[src/rtl/mesi_pkg.sv]
// rtl/mesi_pkg.sv - MESI encodings, coherence-unit FSM states and grant-state helper
package mesi_pkg;

  typedef enum logic [1:0] {
    MESI_M = 2'b00,
    MESI_E = 2'b01,
    MESI_S = 2'b10,
    MESI_I = 2'b11
  } mesi_t;

  typedef enum logic [2:0] {
    ST_IDLE,
    ST_SNOOP,
    ST_WB,
    ST_FILL,
    ST_RESP
  } ccu_state_t;

  function automatic mesi_t mesi_grant(input logic wr, input logic any_hit);
    if (wr) return MESI_M;
    return any_hit ? MESI_S : MESI_E;
  endfunction

endpackage

[src/rtl/mesi_ccu_rr_arbiter.sv]
// rtl/mesi_ccu_rr_arbiter.sv - round-robin arbiter; search starts at the pointer, pointer moves past the winner on advance
module rr_arbiter #(
  parameter  int N  = 4,
  localparam int IW = (N > 1) ? $clog2(N) : 1
) (
  input  logic          clk,
  input  logic          rst,
  input  logic [N-1:0]  req,
  input  logic          advance,
  output logic [N-1:0]  grant,
  output logic [IW-1:0] idx
);

  logic [IW-1:0] ptr_q, ptr_d;
  logic [N-1:0]  rot;
  logic [IW:0]   sum;
  logic [IW:0]   nxt;
  logic          found;

  always_comb begin
    rot   = N'({req, req} >> ptr_q);
    grant = '0;
    idx   = '0;
    found = 1'b0;
    sum   = '0;
    for (int i = 0; i < N; i++) begin
      if (!found && rot[i]) begin
        found = 1'b1;
        sum   = {1'b0, ptr_q} + (IW+1)'(i);
        if (sum >= (IW+1)'(N)) sum = sum - (IW+1)'(N);
        idx   = sum[IW-1:0];
        grant[sum[IW-1:0]] = 1'b1;
      end
    end
    nxt   = {1'b0, idx} + (IW+1)'(1);
    ptr_d = ptr_q;
    if (advance) ptr_d = (nxt == (IW+1)'(N)) ? '0 : nxt[IW-1:0];
  end

  always_ff @(posedge clk or posedge rst) begin
    if (rst) ptr_q <= '0;
    else     ptr_q <= ptr_d;
  end

endmodule

[src/rtl/mesi_ccu.sv]
// rtl/mesi_ccu.sv - MESI coherence unit: serialises L1 requests, snoops peers, sources data from a sharer or memory
// Optional snoop-ack timeout enabled by defining MESI_CCU_SNOOP_TIMEOUT_EN.
module mesi_ccu import mesi_pkg::*; #(
  parameter int N_CORES     = 4,
  parameter int ADDR_W      = 32,
  parameter int DATA_W      = 32,
  parameter int TIMEOUT_CYC = 64
) (
  input  logic                        clk,
  input  logic                        rst,
  input  logic [N_CORES-1:0]          req_valid,
  input  logic [N_CORES-1:0]          req_wr,
  input  logic [N_CORES*ADDR_W-1:0]   req_addr,
  output logic [N_CORES-1:0]          resp_valid,
  output logic [DATA_W-1:0]           resp_data,
  output logic [1:0]                  resp_state,
  output logic [N_CORES-1:0]          snoop_valid,
  output logic [ADDR_W-1:0]           snoop_addr,
  output logic [1:0]                  snoop_upd,
  input  logic [N_CORES-1:0]          snoop_ack,
  input  logic [N_CORES-1:0]          snoop_hit,
  input  logic [N_CORES-1:0]          snoop_dirty,
  input  logic [N_CORES*DATA_W-1:0]   snoop_data,
  output logic                        mem_req,
  output logic                        mem_wr,
  output logic [ADDR_W-1:0]           mem_addr,
  output logic [DATA_W-1:0]           mem_wdata,
  input  logic                        mem_ready,
  input  logic [DATA_W-1:0]           mem_rdata,
  output logic                        snoop_timeout
);

  localparam int IW = (N_CORES > 1) ? $clog2(N_CORES) : 1;

  ccu_state_t                state_q, state_d;
  logic [N_CORES-1:0]        grant_q, grant_d;
  logic [N_CORES-1:0]        ack_q, ack_d;
  logic [N_CORES-1:0]        hit_q, hit_d;
  logic [N_CORES-1:0]        dirty_q, dirty_d;
  logic [N_CORES*DATA_W-1:0] sdata_q, sdata_d;
  logic [ADDR_W-1:0]         addr_q, addr_d;
  logic                      wr_q, wr_d;
  logic [DATA_W-1:0]         rdata_q, rdata_d;
  mesi_t                     rstate_q, rstate_d;

  logic [N_CORES-1:0] arb_grant;
  logic [IW-1:0]      arb_idx;
  logic               advance;
  logic [N_CORES-1:0] snoop_mask;
  logic [N_CORES-1:0] new_ack;
  logic               all_acked;
  logic               give_up;
  logic               any_hit;
  logic               src_dirty;
  logic [DATA_W-1:0]  src_data;

`ifdef MESI_CCU_SNOOP_TIMEOUT_EN
  localparam int TW = $clog2(TIMEOUT_CYC + 1);
  logic [TW-1:0] tcnt_q, tcnt_d;
  logic          timeout_q, timeout_d;
  assign snoop_timeout = timeout_q;
`else
  assign snoop_timeout = 1'b0;
`endif

  rr_arbiter #(.N(N_CORES)) u_arb (
    .clk     (clk),
    .rst     (rst),
    .req     (req_valid),
    .advance (advance),
    .grant   (arb_grant),
    .idx     (arb_idx)
  );

  assign snoop_mask = ~grant_q;

  always_comb begin
    state_d   = state_q;
    grant_d   = grant_q;
    ack_d     = ack_q;
    hit_d     = hit_q;
    dirty_d   = dirty_q;
    sdata_d   = sdata_q;
    addr_d    = addr_q;
    wr_d      = wr_q;
    rdata_d   = rdata_q;
    rstate_d  = rstate_q;
    advance   = 1'b0;
    new_ack   = snoop_ack & snoop_mask & ~ack_q;
    all_acked = 1'b0;
    give_up   = 1'b0;
    any_hit   = 1'b0;
    src_dirty = 1'b0;
    src_data  = '0;
`ifdef MESI_CCU_SNOOP_TIMEOUT_EN
    tcnt_d    = tcnt_q;
    timeout_d = timeout_q;
`endif
    case (state_q)
      ST_IDLE: begin
        if (|req_valid) begin
          advance = 1'b1;
          grant_d = arb_grant;
          addr_d  = req_addr[arb_idx*ADDR_W +: ADDR_W];
          wr_d    = req_wr[arb_idx];
          ack_d   = '0;
          hit_d   = '0;
          dirty_d = '0;
          state_d = (N_CORES == 1) ? ST_FILL : ST_SNOOP;
`ifdef MESI_CCU_SNOOP_TIMEOUT_EN
          tcnt_d  = '0;
`endif
        end
      end
      ST_SNOOP: begin
        // Only the first ack of each peer counts; its hit/dirty/data are captured in that cycle.
        ack_d = ack_q | new_ack;
        for (int i = 0; i < N_CORES; i++) begin
          if (new_ack[i]) begin
            hit_d[i]   = snoop_hit[i];
            dirty_d[i] = snoop_dirty[i];
            sdata_d[i*DATA_W +: DATA_W] = snoop_data[i*DATA_W +: DATA_W];
          end
        end
        all_acked = ((ack_d & snoop_mask) == snoop_mask);
`ifdef MESI_CCU_SNOOP_TIMEOUT_EN
        tcnt_d  = tcnt_q + TW'(1);
        give_up = !all_acked && (tcnt_q == TW'(TIMEOUT_CYC - 1));
        if (give_up) timeout_d = 1'b1;
`endif
        if (all_acked || give_up) begin
          // Descending scan so the lowest-index hitting core ends up as the source.
          for (int i = N_CORES - 1; i >= 0; i--) begin
            if (hit_d[i]) begin
              src_dirty = dirty_d[i];
              src_data  = sdata_d[i*DATA_W +: DATA_W];
            end
          end
          any_hit  = |hit_d;
          rstate_d = mesi_grant(wr_q, any_hit);
          rdata_d  = src_data;
          state_d  = !any_hit ? ST_FILL : (src_dirty ? ST_WB : ST_RESP);
        end
      end
      ST_WB: begin
        if (mem_ready) state_d = ST_RESP;
      end
      ST_FILL: begin
        if (mem_ready) begin
          rdata_d  = mem_rdata;
          rstate_d = mesi_grant(wr_q, 1'b0);
          state_d  = ST_RESP;
        end
      end
      ST_RESP: state_d = ST_IDLE;
      default: state_d = ST_IDLE;
    endcase
  end

  always_ff @(posedge clk or posedge rst) begin
    if (rst) begin
      state_q  <= ST_IDLE;
      grant_q  <= '0;
      ack_q    <= '0;
      hit_q    <= '0;
      dirty_q  <= '0;
      sdata_q  <= '0;
      addr_q   <= '0;
      wr_q     <= 1'b0;
      rdata_q  <= '0;
      rstate_q <= MESI_M;
    end else begin
      state_q  <= state_d;
      grant_q  <= grant_d;
      ack_q    <= ack_d;
      hit_q    <= hit_d;
      dirty_q  <= dirty_d;
      sdata_q  <= sdata_d;
      addr_q   <= addr_d;
      wr_q     <= wr_d;
      rdata_q  <= rdata_d;
      rstate_q <= rstate_d;
    end
  end

`ifdef MESI_CCU_SNOOP_TIMEOUT_EN
  always_ff @(posedge clk or posedge rst) begin
    if (rst) begin
      tcnt_q    <= '0;
      timeout_q <= 1'b0;
    end else begin
      tcnt_q    <= tcnt_d;
      timeout_q <= timeout_d;
    end
  end
`endif

  assign snoop_valid = (state_q == ST_SNOOP) ? snoop_mask : '0;
  assign snoop_addr  = (state_q == ST_SNOOP) ? addr_q : '0;
  assign snoop_upd   = (state_q == ST_SNOOP) ? (wr_q ? MESI_I : MESI_S) : 2'b00;
  assign mem_req     = (state_q == ST_WB) || (state_q == ST_FILL);
  assign mem_wr      = (state_q == ST_WB);
  assign mem_addr    = mem_req ? addr_q : '0;
  assign mem_wdata   = (state_q == ST_WB) ? rdata_q : '0;
  assign resp_valid  = (state_q == ST_RESP) ? grant_q : '0;
  assign resp_data   = (state_q == ST_RESP) ? rdata_q : '0;
  assign resp_state  = (state_q == ST_RESP) ? rstate_q : 2'b00;

endmodule

[config.mk]
export PLATFORM = sky130hd
export DESIGN_NAME = mesi_ccu
export DESIGN_NICKNAME = d
export VERILOG_FILES = /design/src/rtl/mesi_pkg.sv /design/src/rtl/mesi_ccu_rr_arbiter.sv /design/src/rtl/mesi_ccu.sv
export SDC_FILE = /design/constraint.sdc
export NUM_CORES = 1
export LEC_CHECK = 0
export ABC_AREA = 1
export CORE_AREA = 5 5 175 177
export CTS_CLUSTER_SIZE = 28
export DETAILED_ROUTE_END_ITERATION = 10
export DIE_AREA = 0 0 180 182
export PLACE_DENSITY = 0.83
export RECOVER_POWER = 50
export SETUP_SLACK_MARGIN = 0.02
export SYNTH_ARGS = -nofsm -noshare
export SYNTH_HDL_FRONTEND = slang
export SYNTH_SLANG_ARGS = --single-unit
[constraint.sdc]
create_clock -name clk -period 14.45 [get_ports clk]
set_clock_uncertainty 0.05 [all_clocks]
set_input_delay 2.1675 -clock clk [delete_from_list [all_inputs] [get_ports clk]]
set_output_delay 2.1675 -clock clk [all_outputs]
set_load 0.01 [all_outputs]
Word level (Yosys, flattened, before mapping). Cells that the tools add are included.

Flip-flop bits (word level): 216. Input bits: 311. Output and inout port bits: 143. Logic and storage cells: 166.

$add $sub $neg: 8. $lt $le $gt $ge: 13. Eq/ne operators: 10. Shift operators: 2. Mux-type cells: 92. Bitwise operators: 9. Reduce and logical (&&, ||, !) cells: 21.

Operator list (number): 2-to-1 mux 32 bit (14); indexed part select 128 x 8 -> 32 bit (1); one-hot mux 32 bit (2 select lines) (1); 2-to-1 mux 2 bit (21); 2-to-1 mux 1 bit (34); 2-to-1 mux 4 bit (7); one-hot mux 4 bit (2 select lines) (3); bitwise OR 4 bit (4); less-than comparator 2 x 3 -> 1 bit (second input constant) (5); 2-to-1 mux 3 bit (5); bitwise AND 4 bit (3); greater-or-equal comparator 3 bit (second input constant) (3); one-hot mux 3 bit (3 select lines) (1); demux 1 bit (select 2 bit) (4); greater-or-equal comparator 2 x 1 -> 1 bit (second input constant) (4); NOT 4 bit (2); OR reduction 4 bit (2); >> shifter 8 x 2 -> 4 bit (1); subtractor 2 x 1 -> 2 bit (second input constant) (4); logical AND 1 bit (7); adder 2 x 1 -> 3 bit (second input constant) (2); adder 2 x 2 -> 3 bit (second input constant) (2); equality test 3 x 2 -> 1 bit (second input constant) (2); equality test 3 bit (second input constant) (2); other kinds (14) (21).

Longest topological paths before layout. Gate-level depths: netlist of the first run.

Depth after elaboration: 17. Mapped depth: 16. Gate-level depth less buffers: 15.

Modules after synthesis. Synthesis of the first run repeated with hierarchy kept, for this count alone.

Cell total of the unflattened synthesis: 2018. Area, all modules: 13412.9 um^2.

By module, submodules not included: mesi_ccu (times used 1, cells an instance 1923, area an instance 12813.5 um^2, sequential area each 5355.1 um^2); rr_arbiter (times used 1, cells an instance 95, area an instance 599.3 um^2, sequential area each 50.0 um^2).

Least setup slack after synthesis of the first run. No wires, ideal clock.

Path kind: input to register. Start: input port snoop_ack[1]. End: register state_q[1]. Library setup time: 0.127 ns. Data arrival time: 3.452 ns. Required time: 14.273 ns. Setup slack: 10.821 ns. Stages on the path: 11. Buffers on the path: 1. Cell sequence: inv_1 -> nor2_1 -> nand2_1 -> o21ai_1 -> inv_1 -> buf_2 -> a21oi_1 -> nand2_1 -> nand2_1 -> a21oi_1 -> or2_2.

Longest elaborated chain between the ends: 12. Elaborated cells between the ends (all ways): 19. Classes of those cells: eq/ne (2); mux (11); bitwise (4); reduce/logical (2).

RTL lines: from (decl) (line mesi_ccu.sv:20) `input logic [N_CORES-1:0] snoop_ack,`; bitwise AND 4 bit (*) (2 in series) (line mesi_ccu.sv:89) `new_ack = snoop_ack & snoop_mask & ~ack_q;`; 2-to-1 mux 1 bit (line mesi_ccu.sv:119) `if (new_ack[i]) begin`; 2-to-1 mux 1 bit (line mesi_ccu.sv:99) `case (state_q)`; 2-to-1 mux 1 bit (2 in series) (line mesi_ccu.sv:134) `if (hit_d[i]) begin`; 2-to-1 mux 1 bit (line mesi_ccu.sv:131) `if (all_acked || give_up) begin`; 2-to-1 mux 1 bit (line mesi_ccu.sv:99); 2-to-1 mux 3 bit (2 in series) (line mesi_ccu.sv:142) `state_d = !any_hit ? ST_FILL : (src_dirty ? ST_WB : ST_RESP);`; 2-to-1 mux 3 bit (line mesi_ccu.sv:131); one-hot mux 3 bit (3 select lines) (line mesi_ccu.sv:99); to (signal assigned) (line mesi_ccu.sv:173) `state_q <= state_d;`; to (decl) (line mesi_ccu.sv:35) `ccu_state_t state_q, state_d;`.

Every way passes the cells marked *; elsewhere a longest branch is shown, timed or not. The select of a mux whose other input is x is not followed. A chain may end at the register's enable or synchronous reset.

==> results.yml, run 1 <==
floorplanning:
  num_rows: 63
  fp.dieW_um: 180
  core_area_mm2: 0.0291
  die-area_mm2: 0.0328
  start_util: 0.469
  die_h_um: 182
  num_io_pins: 454
global_routing:
  antenna_found_initial: 10
  grt_max_degree: 103
  grt_pass1_vias: 14700
  grt_pass1_wl_um: 79500
  grt_overflow: 0
  grt_use_total: 0.297
clock_tree:
  path_clk_slew_ps: 60
  cts_hold_buf: 0
  cts.repair.resized: 0
  clock_latency_ps: 510
  cts_setup_buffers: 0
  cts_htree_levels: 1
  cts_num_sinks: 216
  clockBufferDepth: 3
  root_buffer: "clkbuf_16"
  cts_buffers: 24
  cts_tree: "built"
detailed_routing:
  vias: 15100
  drtAntennaViolNets: 0
  firstDrtPassIters: 5
  drtIter0Drc: 1293
  routed_wl_um: 51000
  drc: 0
  routedWlPerCell_um: 17.9
  vias_per_cell: 5.30
synthesis:
  async_flop_share: 1.00
  yosysSeqAreaShare: 0.396
  synth_area_mm2: 0.0136
  synth_ff_type: "dfrtp_1"
  syn_inst: 2077
  synthXorXnorAreaFrac: 0
  synth.area.top_cells: "dfrtp_1, nand2_1, a21oi_1"
  synthSimpleGateAreaFrac: 0.302
  yosysWarnings: 0
  synth_edf_count: 0
  ys_types: 34
  netlist_top_cells_count: "nand2_1, nor2_1, inv_1, dfrtp_1, a21oi_1"
  avgSynthCellArea_um2: 6.57
  synth_fa_ha_area_frac: 0.00734
  syn-num-nets: 2396
  synth_top_area_frac: 0.396
  synth-compound-area-share: 0.159
  yosysTopAreaCell: "dfrtp_1"
  synth_most_common_cell: "nand2_1"
  synth_top_family_by_area: "simple AND/OR/NAND/NOR gates"
  ys_ff_latch: 216
  synth_mux_area_frac: 0.0235
pwr:
  vdd_drop_max_mv: 0.146
  p_leak_nw: 9.18
  powerDensity_mw_per_mm2: 230
timing:
  fin_crit_ps: 8100
  fmax_mhz: 123
  report.final.slew_viol_count: 462
  slew_headroom: -2.04
  tightest_slew_ps: 4540
  hold_viol_final: 0
  rsz0062_at_grt: "no"
  setup_tns_ps: 0
  period_share: 0.561
  setup_viol: 0
worst_setup_path:
  arrival_ps: 7900
  start_kind: "input port"
  required_ps: 14250
  path_max_fanout: 99
  endpoint_kind: "asynchronous set/reset pin"
  worstSetupPathType: "in2async"
flow_run:
  cap_violations: 7
placement:
  port_buffers: 452
  post_dp_cell_area_mm2: 0.0182
  routabilityCongestion: 0.984
  dp_hpwl_um: 35700
cells_and_area:
  layout-drive-gt1-share: 0.0318
  nets: 2750
  area_growth_pct: 39.3
  final_area_mm2: 0.0190
worst_hold_path:
  hp-class: "reg2reg"
status:
  failed_checks: "max-capacitance violations, max-slew violations"
  outcome: "finished with violations"
per-layer routing:
metal / up-vias / GRT usage / wire, um
met5: - / 0 / 51
met4: 6 / 0.126 / 2190
met3: 119 / 0.0725 / 4400
met2: 737 / 0.505 / 24600
met1: 6980 / 0.362 / 19700
li1: 7231 / - / -
placed cells by master (no fill, tap or decap), types with 8 or more instances in the layout:
cell	n
buf_4	8
clkbuf_16	25
clkdlybuf4s50_1	447
nand3b_1	33
o21ai_0	175
nand2_1	610
clkbuf_1	10
o21ai_1	35
mux2i_1	32
ha_1	8
nand2_2	8
inv_1	229
a21oi_1	207
nor2_1	251
nand3_1	96
inv_2	8
dfrtp_1	216
power by group:
group / switching, mW / internal, mW
registers: 0.130 / 0.902
clock network: 0.254 / 0.395
logic: 1.78 / 0.908
registers in the layout, summed over array words and instances (netlist names), 3 cells and up:
name / count
hit_q: 4
dirty_q: 4
state_q: 3
ack_q: 4
grant_q: 4
rdata_q: 32
addr_q: 32
sdata_q: 128
final cells by class:
cell class                      count  area (um2)
Inverter                          240         905
Timing Repair Buffer              466        4610
Fill cell                        2471       10100
Antenna cell                        7        17.5
Multi-Input combinational cell   1483        6750
Clock buffer                       34         709
Sequential cell                   216        5410
Tap cell                          390         488
Clock inverter                     10         125
per-stage QoR:
stage / util / hold slack (ps) / total power, mW / std cells / worst slack (ps)
5_1_grt: 0.653 / 459 / 4.76 / 2845 / 5210
3_3_place_gp: 0.625 / 413 / 3.59 / 2795 / 8990
2_1_floorplan: - / 399 / 2.92 / 2077 / 6320
3_5_place_dp: 0.625 / 415 / 3.67 / 2795 / 8870
6_report: 0.654 / 436 / 4.36 / 2846 / 6350
4_1_cts: 0.654 / 435 / 4.34 / 2839 / 9080
critical path, stage by stage:
cell and delay [ps]:
dlygate4sd3_1 540, clkinvlp_2 2540, clkbuf_1 2550
final timing paths:
| kind | from | endpoint | slack, ps | cells after the start |
|---|---|---|---|---|
| worst max-delay path | rst | sdata_q[1] | 6350 | 3 |
| worst min-delay path | sdata_q[34] | sdata_q[34] | 440 | 2 |
| worst max register to register | grant_q[2] | rdata_q[20] | 9190 | 11 |
| worst min register to register | sdata_q[34] | sdata_q[34] | 440 | 2 |
| max in group clk | snoop_ack[2] | rdata_q[20] | 7360 | 13 |
| min in group asynchronous | rst | ack_q[0] | 3440 | 2 |
kinds of logic (layout without fill, tap and decap cells):
kind of cell | Yosys count | after routing
adders and majority gates | 8 | 8
other | 1 | 8
and+or+nand+nor | 1014 | 1014
AOI/OAI and AO/OA | 428 | 428
DFF | 216 | 216
buffers and inverters | 378 | 750
muxes | 32 | 32
Power figures use the tool's default switching activity.
==> run 2, diff against run 1 <==
--- a/config.mk
+++ b/config.mk
@@ -6,11 +6,11 @@
 export NUM_CORES = 1
 export LEC_CHECK = 0
 export ABC_AREA = 1
-export CORE_AREA = 5 5 175 177
+export CORE_MARGIN = 5
+export CORE_UTILIZATION = 42
 export CTS_CLUSTER_SIZE = 28
 export DETAILED_ROUTE_END_ITERATION = 10
-export DIE_AREA = 0 0 180 182
-export PLACE_DENSITY = 0.83
+export PLACE_DENSITY = 0.77
 export RECOVER_POWER = 50
 export SETUP_SLACK_MARGIN = 0.02
 export SYNTH_ARGS = -nofsm -noshare
==> constraint.sdc (replaced) <==
create_clock -name clk -period 7.2 [get_ports clk]
set_clock_uncertainty 0.05 [all_clocks]
set_input_delay 1.08 -clock clk [delete_from_list [all_inputs] [get_ports clk]]
set_output_delay 1.08 -clock clk [all_outputs]
set_load 0.01 [all_outputs]
==> run 2 against run 1 <==
  * Clock-buffer cell count rose by 5
  * Via count barely moved
  * Highest routed layer unchanged
  * Hold slack lost 11 ps
  * Critical endpoint is now rdata_q[21]
  * The run still ends with max-capacitance violations, max-slew violations left
==> results.yml, run 2 (synthesis gave the netlist of run 1 again) <==
status:
  outcome: "finished with violations"
  failed_checks: "max-capacitance violations, max-slew violations"
worst_setup_path:
  crit_path_max_incr_delay_ps: 2300
  r2r_cells: 9
  endpoint_kind: "flip-flop"
  path_max_fanout: 68
  worstSetupPathType: "in2reg"
  required_ps: 7550
  r2r-start: "grant_q[0]"
  slowest_stage: "clkbuf_1"
  arrival_ps: 5770
  r2r-end: "rdata_q[21]"
  start_kind: "input port"
  crit_chain: "clkdlybuf4s50_1 -> inv_1 -> nor2_1 -> nand2_2 -> clkbuf_1 -> o21ai_1 -> inv_2 -> buf_4 -> a21oi_1 -> a21oi_1 -> o21ai_1"
  rrSetupSlack_ps: 2350
placement:
  pre_cts_ws_ps: 2680
  dp_hpwl_um: 36200
  port_buffers: 452
  routabilityCongestion: 0.933
  placedCellCount: 2848
clock_tree:
  cts_buffers: 26
  cts_num_sinks: 216
  cts.repair.resized: 0
  clockBufferDepth: 3
  root_buffer: "clkbuf_16"
  cts_hold_buf: 0
  cts_setup_buffers: 0
  cts_tree: "built"
  cts_htree_levels: 1
  clock_latency_ps: 520
  path_clk_slew_ps: 60
cells_and_area:
  layout_common_cells: "nand2_1, clkdlybuf4s50_1, nor2_1, inv_1, dfrtp_1"
  nets: 2753
  final_common_cell: "nand2_1"
  largestRegisters: "sdata_q x128, addr_q x32, rdata_q x32"
  layout-drive-gt1-share: 0.0322
  multi_input_area_mm2: 0.00673
  final-seq-area_mm2: 0.00541
  largest_register_ffs: 128
  fillers: 3011
  regMostFlops: "sdata_q"
  area_growth_pct: 40.3
  final_cells: 2902
floorplanning:
  fp.dieW_um: 190
  core_area_mm2: 0.0323
  die_h_um: 190
  start_util: 0.423
  num_io_pins: 454
  num_rows: 66
  die-area_mm2: 0.0362
detailed_routing:
  drtAntennaViolNets: 0
  drtIter0Drc: 992
  vias_per_cell: 5.19
  routedWlPerCell_um: 17.7
  routed_wl_um: 51500
  vias: 15100
  drc: 0
  firstDrtPassIters: 5
global_routing:
  grt_max_degree: 149
  grt_overflow: 0
  grt_pass1_wl_um: 78800
  grt_use_total: 0.270
  grt_pass1_vias: 14800
  antenna_found_initial: 9
timing:
  hold_viol_final: 0
  setup_ws_ps: 1780
  tightest_slew_ps: 3290
  hold_ws_ps: 425
  report.final.slew_viol_count: 301
  rsz0062_at_grt: "no"
  setup_tns_ps: 0
  fmax_mhz: 185
  period_share: 0.753
  setup_viol: 0
  fin_crit_ps: 5420
  slew_headroom: -1.19
pwr:
  total_power_mw: 8.83
  combPwrFrac: 0.609
  intPower_mw: 4.48
  seqPwrFrac: 0.234
  switching_share: 0.493
  p_sw_mw: 4.36
  p_leak_nw: 9.22
  powerDensity_mw_per_mm2: 462
  vdd_drop_max_mv: 0.323
  clkPwrFrac: 0.157
worst_hold_path:
  hold_end: "addr_q[27]"
  hp-start: "addr_q[27]"
  hp-class: "reg2reg"
  hold_depth: 2
flow_run:
  cap_violations: 4
[run 2: power groups by stage]
stage | registers, mW | logic (mW) | clock network (mW)
after detailed placement | 2.07 | 5.32 | 0
after global placement | 2.05 | 5.17 | 0
after global routing | 2.12 | 6.05 | 1.46
after floorplan | 1.99 | 3.87 | 0
after CTS | 2.06 | 5.36 | 1.41
final | 2.07 | 5.38 | 1.39
[run 2: layout make-up]
cell class / instances / share of cell area
flip-flops and latches: 216 / 0.282
repair buffers: 467 / 0.242
multi-input cells: 1483 / 0.352
diodes: 8 / 0.00105
inverters: 240 / 0.0474
well taps: 442 / 0.0289
clock buffers: 39 / 0.0408
clock inverters: 7 / 0.00608
[run 2: how the worst max path moves through the flow]
stage	end	start
2_1_floorplan	ack_q[0]	rst
4_1_cts	mem_wdata[10]	state_q[2]
6_report	rdata_q[21]	snoop_ack[0]
5_1_grt	rdata_q[10]	snoop_ack[0]
3_3_place_gp	addr_q[29]	req_valid[3]
3_5_place_dp	addr_q[29]	req_valid[3]
[run 2: through the flow]
| stage | util | area [um2] |
|---|---|---|
| 6_report | 0.593 | 19100 |
| 3_5_place_dp | 0.565 | 18300 |
| 2_1_floorplan | - | 13600 |
| 3_3_place_gp | 0.565 | 18300 |
| 5_1_grt | 0.593 | 19100 |
| 4_1_cts | 0.593 | 19200 |
[run 2: routing by layer]
| metal | GRT usage | share of wire | up-vias |
|---|---|---|---|
| li1 | - | - | 7237 |
| met5 | 0 | 0.00023 | - |
| met2 | 0.461 | 0.48 | 747 |
| met1 | 0.330 | 0.38 | 6970 |
| met4 | 0.119 | 0.044 | 2 |
| met3 | 0.0601 | 0.092 | 111 |
[run 2: critical path, delay by kind of cell]
family	cells	cell delay [ps]
buffers and inverters	5	3540
AO/OA/AOI/OAI	4	980
AND/OR/NAND/NOR	2	120
==> run 3, diff against run 2 <==
--- a/config.mk
+++ b/config.mk
@@ -7,10 +7,10 @@
 export LEC_CHECK = 0
 export ABC_AREA = 1
 export CORE_MARGIN = 5
-export CORE_UTILIZATION = 42
+export CORE_UTILIZATION = 47
 export CTS_CLUSTER_SIZE = 28
 export DETAILED_ROUTE_END_ITERATION = 10
-export PLACE_DENSITY = 0.77
+export PLACE_DENSITY = 0.82
 export RECOVER_POWER = 50
 export SETUP_SLACK_MARGIN = 0.02
 export SYNTH_ARGS = -nofsm -noshare
==> constraint.sdc (replaced) <==
create_clock -name clk -period 5.28 [get_ports clk]
set_clock_uncertainty 0.05 [all_clocks]
set_input_delay 0.792 -clock clk [delete_from_list [all_inputs] [get_ports clk]]
set_output_delay 0.792 -clock clk [all_outputs]
set_load 0.01 [all_outputs]
==> run 3 against run 2 <==
  * The run still ends with max-capacitance violations, max-slew violations left
  * Die area fell by 10%
  * Routed wire length decreased by 1.7%
  * Flip-flop and latch count stayed put
==> results.yml, run 3 (synthesis gave the netlist of run 1 again) <==
worst_setup_path:
  start_kind: "input port"
  endpoint_kind: "flip-flop"
  arrival_ps: 4890
  cp-startpoint: "req_valid[2]"
  r2r-start: "state_q[1]"
  required_ps: 5580
  r2r_cells: 9
  worstSetupPathType: "in2reg"
  path_max_fanout: 45
cells_and_area:
  fillers: 2584
  area_growth_pct: 38.7
  final_common_cell: "nand2_1"
  final-seq-area_mm2: 0.00541
  largest_register_ffs: 128
  regMostFlops: "sdata_q"
  layout_common_cells: "nand2_1, clkdlybuf4s50_1, nor2_1, inv_1, dfrtp_1"
  multi_input_area_mm2: 0.00675
  nets: 2754
  largestRegisters: "sdata_q x128, addr_q x32, rdata_q x32"
  layout-drive-gt1-share: 0.0306
  final_area_mm2: 0.0189
clock_tree:
  path_clk_slew_ps: 60
  cts_buffers: 25
  root_buffer: "clkbuf_16"
  cts_setup_buffers: 0
  clock_latency_ps: 510
  cts_num_sinks: 216
  cts_htree_levels: 1
  cts_hold_buf: 0
  cts_tree: "built"
  clockBufferDepth: 3
  cts.repair.resized: 0
status:
  failed_checks: "max-capacitance violations, max-slew violations"
  outcome: "finished with violations"
pwr:
  powerDensity_mw_per_mm2: 620
  vdd_drop_max_mv: 0.524
  p_leak_nw: 9.15
flow_run:
  cap_violations: 4
detailed_routing:
  drtIter0Drc: 1191
  routed_wl_um: 50600
  drc: 0
  drtAntennaViolNets: 0
  firstDrtPassIters: 5
  vias_per_cell: 5.33
  vias: 15100
  routedWlPerCell_um: 17.8
worst_hold_path:
  hp-start: "addr_q[4]"
  hp-class: "reg2reg"
  hold_depth: 2
timing:
  setup_viol: 0
  fin_crit_ps: 4590
  report.final.slew_viol_count: 265
  period_share: 0.869
  slew_headroom: -0.884
  setup_tns_ps: 0
  hold_ws_ps: 426
  tightest_slew_ps: 2830
  hold_viol_final: 0
  fmax_mhz: 218
  rsz0062_at_grt: "no"
floorplanning:
  die-area_mm2: 0.0325
  fp.dieW_um: 180
  start_util: 0.475
  die_h_um: 180
  num_rows: 62
  num_io_pins: 454
  core_area_mm2: 0.0287
global_routing:
  grt_use_total: 0.296
  grt_overflow: 0
  grt_pass1_wl_um: 78700
  grt_max_degree: 117
  grt_pass1_vias: 14800
  antenna_found_initial: 9
placement:
  post_dp_cell_area_mm2: 0.0182
  port_buffers: 452
  dp_hpwl_um: 36300
  routabilityCongestion: 0.914
-- run 3: cell count changes in the layout (fill, tap and decap cells not counted), moves of 2 or more --
cell | before | now
clkbuf_16 | 27 | 25
clkbuf_2 | 0 | 2
clkbuf_8 | 6 | 4
bufinv_16 | 3 | 0
dlygate4sd3_1 | 6 | 3
clkdlybuf4s50_1 | 446 | 449
diode_2 | 8 | 10
clkinvlp_4 | 2 | 0
-- run 3: area by class of cell --
class / count / area share
sequential: 216 / 0.286
multi-input combinational: 1483 / 0.357
tap: 384 / 0.0254
clock buffer: 37 / 0.0375
antenna: 10 / 0.00132
inverter: 240 / 0.0478
clock inverter: 2 / 0.000727
timing repair buffer: 469 / 0.245
-- run 3: power by group --
part	leakage [nW]	internal [mW]	total (mW)	switching, mW
Clock	0.355	0.918	1.58	0.657
Combinational	6.07	2.47	7.34	4.87
Sequential	2.72	2.47	2.83	0.361
Total	9.15	5.85	11.7	5.89
-- run 3: final timing paths --
check / slack (ps) / end
min in group asynchronous: 830 / grant_q[1]
max reg2reg: 1010 / grant_q[2]
min: 430 / addr_q[4]
min reg2reg: 430 / addr_q[4]
max in group asynchronous: 1160 / sdata_q[113]
max: 690 / grant_q[2]
-- run 3: through the flow --
stage	utilization	total power [mW]	std cells	setup WS, ps
after detailed placement	0.635	10.1	2792	1160
after global placement	0.635	9.89	2792	1280
final	0.659	11.7	2841	694
after floorplan	-	7.99	2077	1630
after global routing	0.659	12.8	2841	492
after CTS	0.660	11.7	2831	1110
-- run 3: worst max-delay path, cell delays in order --
cell             delay (ps)
clkdlybuf4s50_1         540
inv_1                   100
nand4_1                 130
inv_1                    80
nor2_4                   70
clkbuf_1               1560
inv_2                   950
a21oi_1                 340
nand3_1                 100
a21oi_1                 140
a21oi_1                  50
-- run 3: routing by layer --
| layer | wire length, um | GRT usage |
|---|---|---|
| met5 | 0 | 0 |
| met4 | 2480 | 0.138 |
| met3 | 4330 | 0.0692 |
| met2 | 24200 | 0.502 |
| met1 | 19600 | 0.359 |
==> RTL edit 1, RTL diff (flow settings as in run 3) <==
`ADDR_W`: 32 -> 16.
--- a/src/rtl/mesi_ccu.sv
+++ b/src/rtl/mesi_ccu.sv
@@ -2,7 +2,7 @@
 // Optional snoop-ack timeout enabled by defining MESI_CCU_SNOOP_TIMEOUT_EN.
 module mesi_ccu import mesi_pkg::*; #(
   parameter int N_CORES     = 4,
-  parameter int ADDR_W      = 32,
+  parameter int ADDR_W      = 16,
   parameter int DATA_W      = 32,
   parameter int TIMEOUT_CYC = 64
 ) (
Ports: changed (resized mem_addr, req_addr and snoop_addr); port bits go from 454 to 358. The function was not compared with the original's and may differ.
==> RTL edit 1 against run 3 <==
  * The flow still finishes with violations (capacitance limit, slew limit)
  * Fmax is 10% higher
  * Cell area down 12%
  * Sequential cell count shrank 16
  * Synthesized area fell by 8.9%
  * Wire length shrank 16%
  * Setup slack better by 0.42 ns
  * Power shrank 18%
  * Via count decreased by 15%
  * First-iteration DRC count is 19% lower
  * Highest routed layer is now met5
  * Non-clock buffer count shrank 97
  * Largest power group unchanged
  * Critical path depth shrank 4
==> RTL edit 1: results (changes against run 3) <==
metric,value,unit,change
status,finished with violations,,unchanged
violated checks,"capacitance limit, slew limit",,unchanged
worst hold margin,0.433,ns,was 0.426 ns
number of global-route vias before repair,12774,,"was 14,775"
gp weighted congestion,0.922,,was 0.914
worst-case hold path end point,wr_q,,was addr_q[4]
DR vias,12949,,"was 15,147"
"top cells by count, synth","nand2_1, inv_1, o21ai_0",,"was nand2_1, nor2_1, inv_1"
Worst EP arrival,4.39,ns,was 4.89 ns
pin count of the biggest net entering global routing,108,,was 117
Iteration-0 DRC Markers,968,,"was 1,191"
P_leak,8.01,nW,was 9.15 nW
CTS Buf Count,17,,was 25
wire per inst,17.2,µm,was 17.8 µm
H-tree levels,4,,was 1
RR Startpoint,state_q[0],,was state_q[1]
ratio of cells with drive above 1 in the final layout,3.73,%,was 3.06%
hold_sp,wr_q,,was addr_q[4]
syn_nets,2110,,"was 2,396"
layout net count,2386,,"was 2,754"
root buffer cell,clkbuf_16,,unchanged
sw frac,49.9,%,was 50.1%
Peak VDD IR,466,µV,was 524 µV
"Max FO, Critical Path",107,,was 45
FF-to-FF path depth,7,,was 9
hpwl dp,31300,µm,"was 36,300 µm"
Pre-Repair DR Iteration Count,8,,was 5
final period demand of the worst path,4.17,ns,was 4.59 ns
top post-synthesis cells by area,"dfrtp_1, nand2_1, o21ai_0",,"was dfrtp_1, nand2_1, a21oi_1"
PortBufs,356,,was 452
Worst-Margin Slew,3.16,ns,was 2.83 ns
Clock Latency Late Sink,0.44,ns,was 0.51 ns
clock tree buffer depth,2,,was 3
Largest regs,"sdata_q (128), rdata_q (32), addr_q (16)",,"was sdata_q (128), addr_q (32), rdata_q (32)"
register area share after synthesis,40.3,%,was 39.6%
R2R Path End,sdata_q[77],,was grant_q[2]
max-capacitance violation count,4,,unchanged
r2r setup slk,1.11,ns,was 1.01 ns
first-pass GRT wire length,67600,µm,"was 78,700 µm"
gr usage total,27.8,%,was 29.6%
number of antenna violations at the first check in global routing,5,,was 9
count of cell types in the netlist,39,,was 34
clock-pin slew on the worst setup and hold paths,0.08,ns,was 0.06 ns
Max Slew Vio Count,203,,was 265
RTL edit 1: layer usage:
layer / vias to the layer above / global-route usage, % / routed length [µm]
met5: - / 0 / 53
met4: 8 / 12.4 / 1920
met3: 106 / 7.47 / 3360
met2: 558 / 49.0 / 21200
met1: 5930 / 31.5 / 16100
li1: 6347 / - / -
RTL edit 1: power groups by stage:
stage	clock, W	combinational, W	sequential (W)
2_1_floorplan	0	0.00421	0.00242
3_3_place_gp	0	0.00561	0.00251
3_5_place_dp	0	0.00571	0.00254
4_1_cts	0.00140	0.00575	0.00251
5_1_grt	0.00146	0.00644	0.00258
6_report	0.00138	0.00569	0.00252
RTL edit 1: worst max-delay path, cell delays in order, from the launching register on:
cell and delay (ns):
dfrtp_1 0.40, inv_1 0.12, nor2_1 0.24, nand2_4 0.54
inv_4 0.32, clkbuf_2 1.13, buf_4 0.88, o21ai_0 0.22
RTL edit 1: worst max path at each step:
stage / from / end / slack, ns / depth (start not counted)
floorplan: rst / ack_q[0] / 1.85 / 1
global placement: snoop_ack[2] / rdata_q[26] / 1.62 / 14
global route: state_q[0] / sdata_q[85] / 0.70 / 7
CTS: state_q[1] / mem_wdata[24] / 1.21 / 7
finish: state_q[0] / sdata_q[77] / 1.11 / 7
detailed placement: snoop_ack[2] / rdata_q[10] / 1.57 / 14
RTL edit 1: area by class of cell:
type / count / area (µm²)
fillers: 2402 / 9450
clock buffers: 18 / 439
multi-input cells: 1299 / 5980
clock inverters: 14 / 181
inverters: 241 / 911
repair buffers: 372 / 3670
diodes: 2 / 5.00
well taps: 335 / 419
flip-flops and latches: 200 / 5000
RTL edit 1: through the flow:
stage / instances / worst slack (ns) / area [µm²]
final: 2481 / 1.11 / 16600
after global placement: 2447 / 1.62 / 16000
after global routing: 2480 / 0.696 / 16600
after floorplan: 1855 / 1.85 / 12400
after detailed placement: 2447 / 1.57 / 16000
after CTS: 2479 / 1.21 / 16700
RTL edit 1: kinds of logic after synthesis:
logic type,after synthesis,share of synthesized area (%)
other cells,1,0.0302
compound gates,369,15.2
mux,33,2.67
simple gates,888,29.5
fa+ha+maj,8,0.805
buf+inv,356,11.5
flops,200,40.3
==> RTL edit 2, RTL diff (config.mk and constraints of run 3) <==
Made on the original files. Take the reset off `sdata_q`, `addr_q` and `rdata_q` and load them in a clocked block of their own.
--- a/src/rtl/mesi_ccu.sv
+++ b/src/rtl/mesi_ccu.sv
@@ -164,10 +164,7 @@
       ack_q    <= '0;
       hit_q    <= '0;
       dirty_q  <= '0;
-      sdata_q  <= '0;
-      addr_q   <= '0;
       wr_q     <= 1'b0;
-      rdata_q  <= '0;
       rstate_q <= MESI_M;
     end else begin
       state_q  <= state_d;
@@ -175,12 +172,15 @@
       ack_q    <= ack_d;
       hit_q    <= hit_d;
       dirty_q  <= dirty_d;
-      sdata_q  <= sdata_d;
-      addr_q   <= addr_d;
       wr_q     <= wr_d;
-      rdata_q  <= rdata_d;
       rstate_q <= rstate_d;
     end
+  end
+
+  always_ff @(posedge clk) begin
+    sdata_q <= sdata_d;
+    addr_q  <= addr_d;
+    rdata_q <= rdata_d;
   end
 
 `ifdef MESI_CCU_SNOOP_TIMEOUT_EN
Function: no difference found for any inputs over 4 cycles, from zero or initial values and one cycle with rst high; that may be too few to reach the edited logic, so the function may still have changed.
==> RTL edit 2 against run 3 <==
  * The flow still finishes with violations (capacitance limit, slew limit)
  * Non-clock buffer count decreased by 5
  * Worst hold slack improved by 0.017 ns
  * Final cell count decreased by 23%
  * Utilization increased by 2.7 points
  * Count of clock-buffer cells in the layout decreased by 7
  * Sequential cell count unchanged
  * Clock power increased by 6%
  * First-iteration DRC count increased by 1.3%
  * Cell area decreased by 5.2%
  * Wire length decreased by 13%
  * Power decreased by 5.5%
  * Synthesized area decreased by 8.3%
  * Setup slack improved by 0.35 ns
  * Largest power group unchanged
==> RTL edit 2: results (changes against run 3) <==
metric,value,unit,change
max-capacitance violation count,4,,unchanged
register area share after synthesis,50.9,%,was 39.6%
"top cells by count, synth","inv_1, nand2_1, edfxtp_1",,"was nand2_1, nor2_1, inv_1"
PortBufs,452,,unchanged
violated checks,"capacitance limit, slew limit",,unchanged
M2 GR Usage,49.8,%,was 50.2%
sequential share of power,32.7,%,was 24.1%
layout net count,2153,,"was 2,754"
CTS Buf Count,24,,was 25
RR Startpoint,grant_q[1],,was state_q[1]
CP Capture Point,state_q[2],,was grant_q[2]
Worst EP arrival,4.55,ns,was 4.89 ns
met1 Use GR,32.1,%,was 35.9%
number of global-route vias before repair,11937,,"was 14,775"
top post-synthesis cells by area,"edfxtp_1, inv_1, a21oi_1",,"was dfrtp_1, nand2_1, a21oi_1"
status,finished with violations,,unchanged
Post-DP Area,17200,µm²,"was 18,200 µm²"
ratio of cells with drive above 1 in the final layout,5.89,%,was 3.06%
Peak VDD IR,601,µV,was 524 µV
r2r setup slk,1.44,ns,was 1.01 ns
part of the cycle the worst path needs,80.3,%,was 86.9%
worst hold margin,0.443,ns,was 0.426 ns
"Avg Cell Area, Syn",8.77,µm²,was 6.57 µm²
pin count of the biggest net entering global routing,103,,was 117
share of synthesized registers carrying an async set or reset,11.1,%,was 100%
number of antenna violations at the first check in global routing,10,,was 9
gr usage total,28.1,%,was 29.6%
syn_nets,1746,,"was 2,396"
count of cell types in the netlist,38,,was 34
"slowest stage delay, CP",2.02,ns,was 1.56 ns
Iteration-0 DRC Markers,1206,,"was 1,191"
crit path from,snoop_ack[1],,was req_valid[2]
worst-case hold path end point,wr_q,,was addr_q[4]
fillcell total,2013,,"was 2,584"
gp weighted congestion,0.934,,was 0.914
cell count after placement,2143,,"was 2,792"
DR vias,11732,,"was 15,147"
switching pwr,0.00464,W,was 0.00589 W
P_leak,7.68,nW,was 9.15 nW
hpwl dp,32600,µm,"was 36,300 µm"
Logic power comb,0.00579,W,was 0.00734 W
number of enable flip-flop cells after synthesis,192,,was 0
FF/Latch Area,6370,µm²,was 5410 µm²
Pwr Density,619,nW/µm²,was 620 nW/µm²
"Max FO, Critical Path",34,,was 45
Max Slew Vio Count,219,,was 265
vias per inst,5.34,,was 5.33
[RTL edit 2: cell types whose count changed after synthesis, sizes merged, moves of 24 or more]
cell           run 3  this run
o21ai            210       128
buf               67        43
edfxtp             0       192
a21oi            207       176
nand2            620       212
nand3            100        36
o211ai             1        33
nand3b            33         0
mux2               0        49
clkbuf            71        40
nor2             256       183
dfrtp            216        24
[RTL edit 2: logic make-up after synthesis]
logic type      share of synthesized area [%]
compound gates                           16.0
simple gates                             14.1
mux                                      6.97
buf+inv                                  11.2
flops                                    50.9
fa+ha+maj                               0.800
other cells                            0.0300
[RTL edit 2: layout make-up]
type                       count  share of cell area (%)
sequential                   216                    35.5
antenna                        9                   0.126
clock inverter                13                   0.781
timing repair buffer         464                    25.7
tap                          335                    2.34
clock buffer                  30                    3.59
inverter                     252                    5.32
multi-input combinational    876                    26.7
[RTL edit 2: metal layers]
metal  routed length [µm]  vias to the layer above
li1                     -                     5523
met1                15400                     5417
met2                22000                      672
met3                 4260                      116
met4                 2410                        4
met5                   21                        -
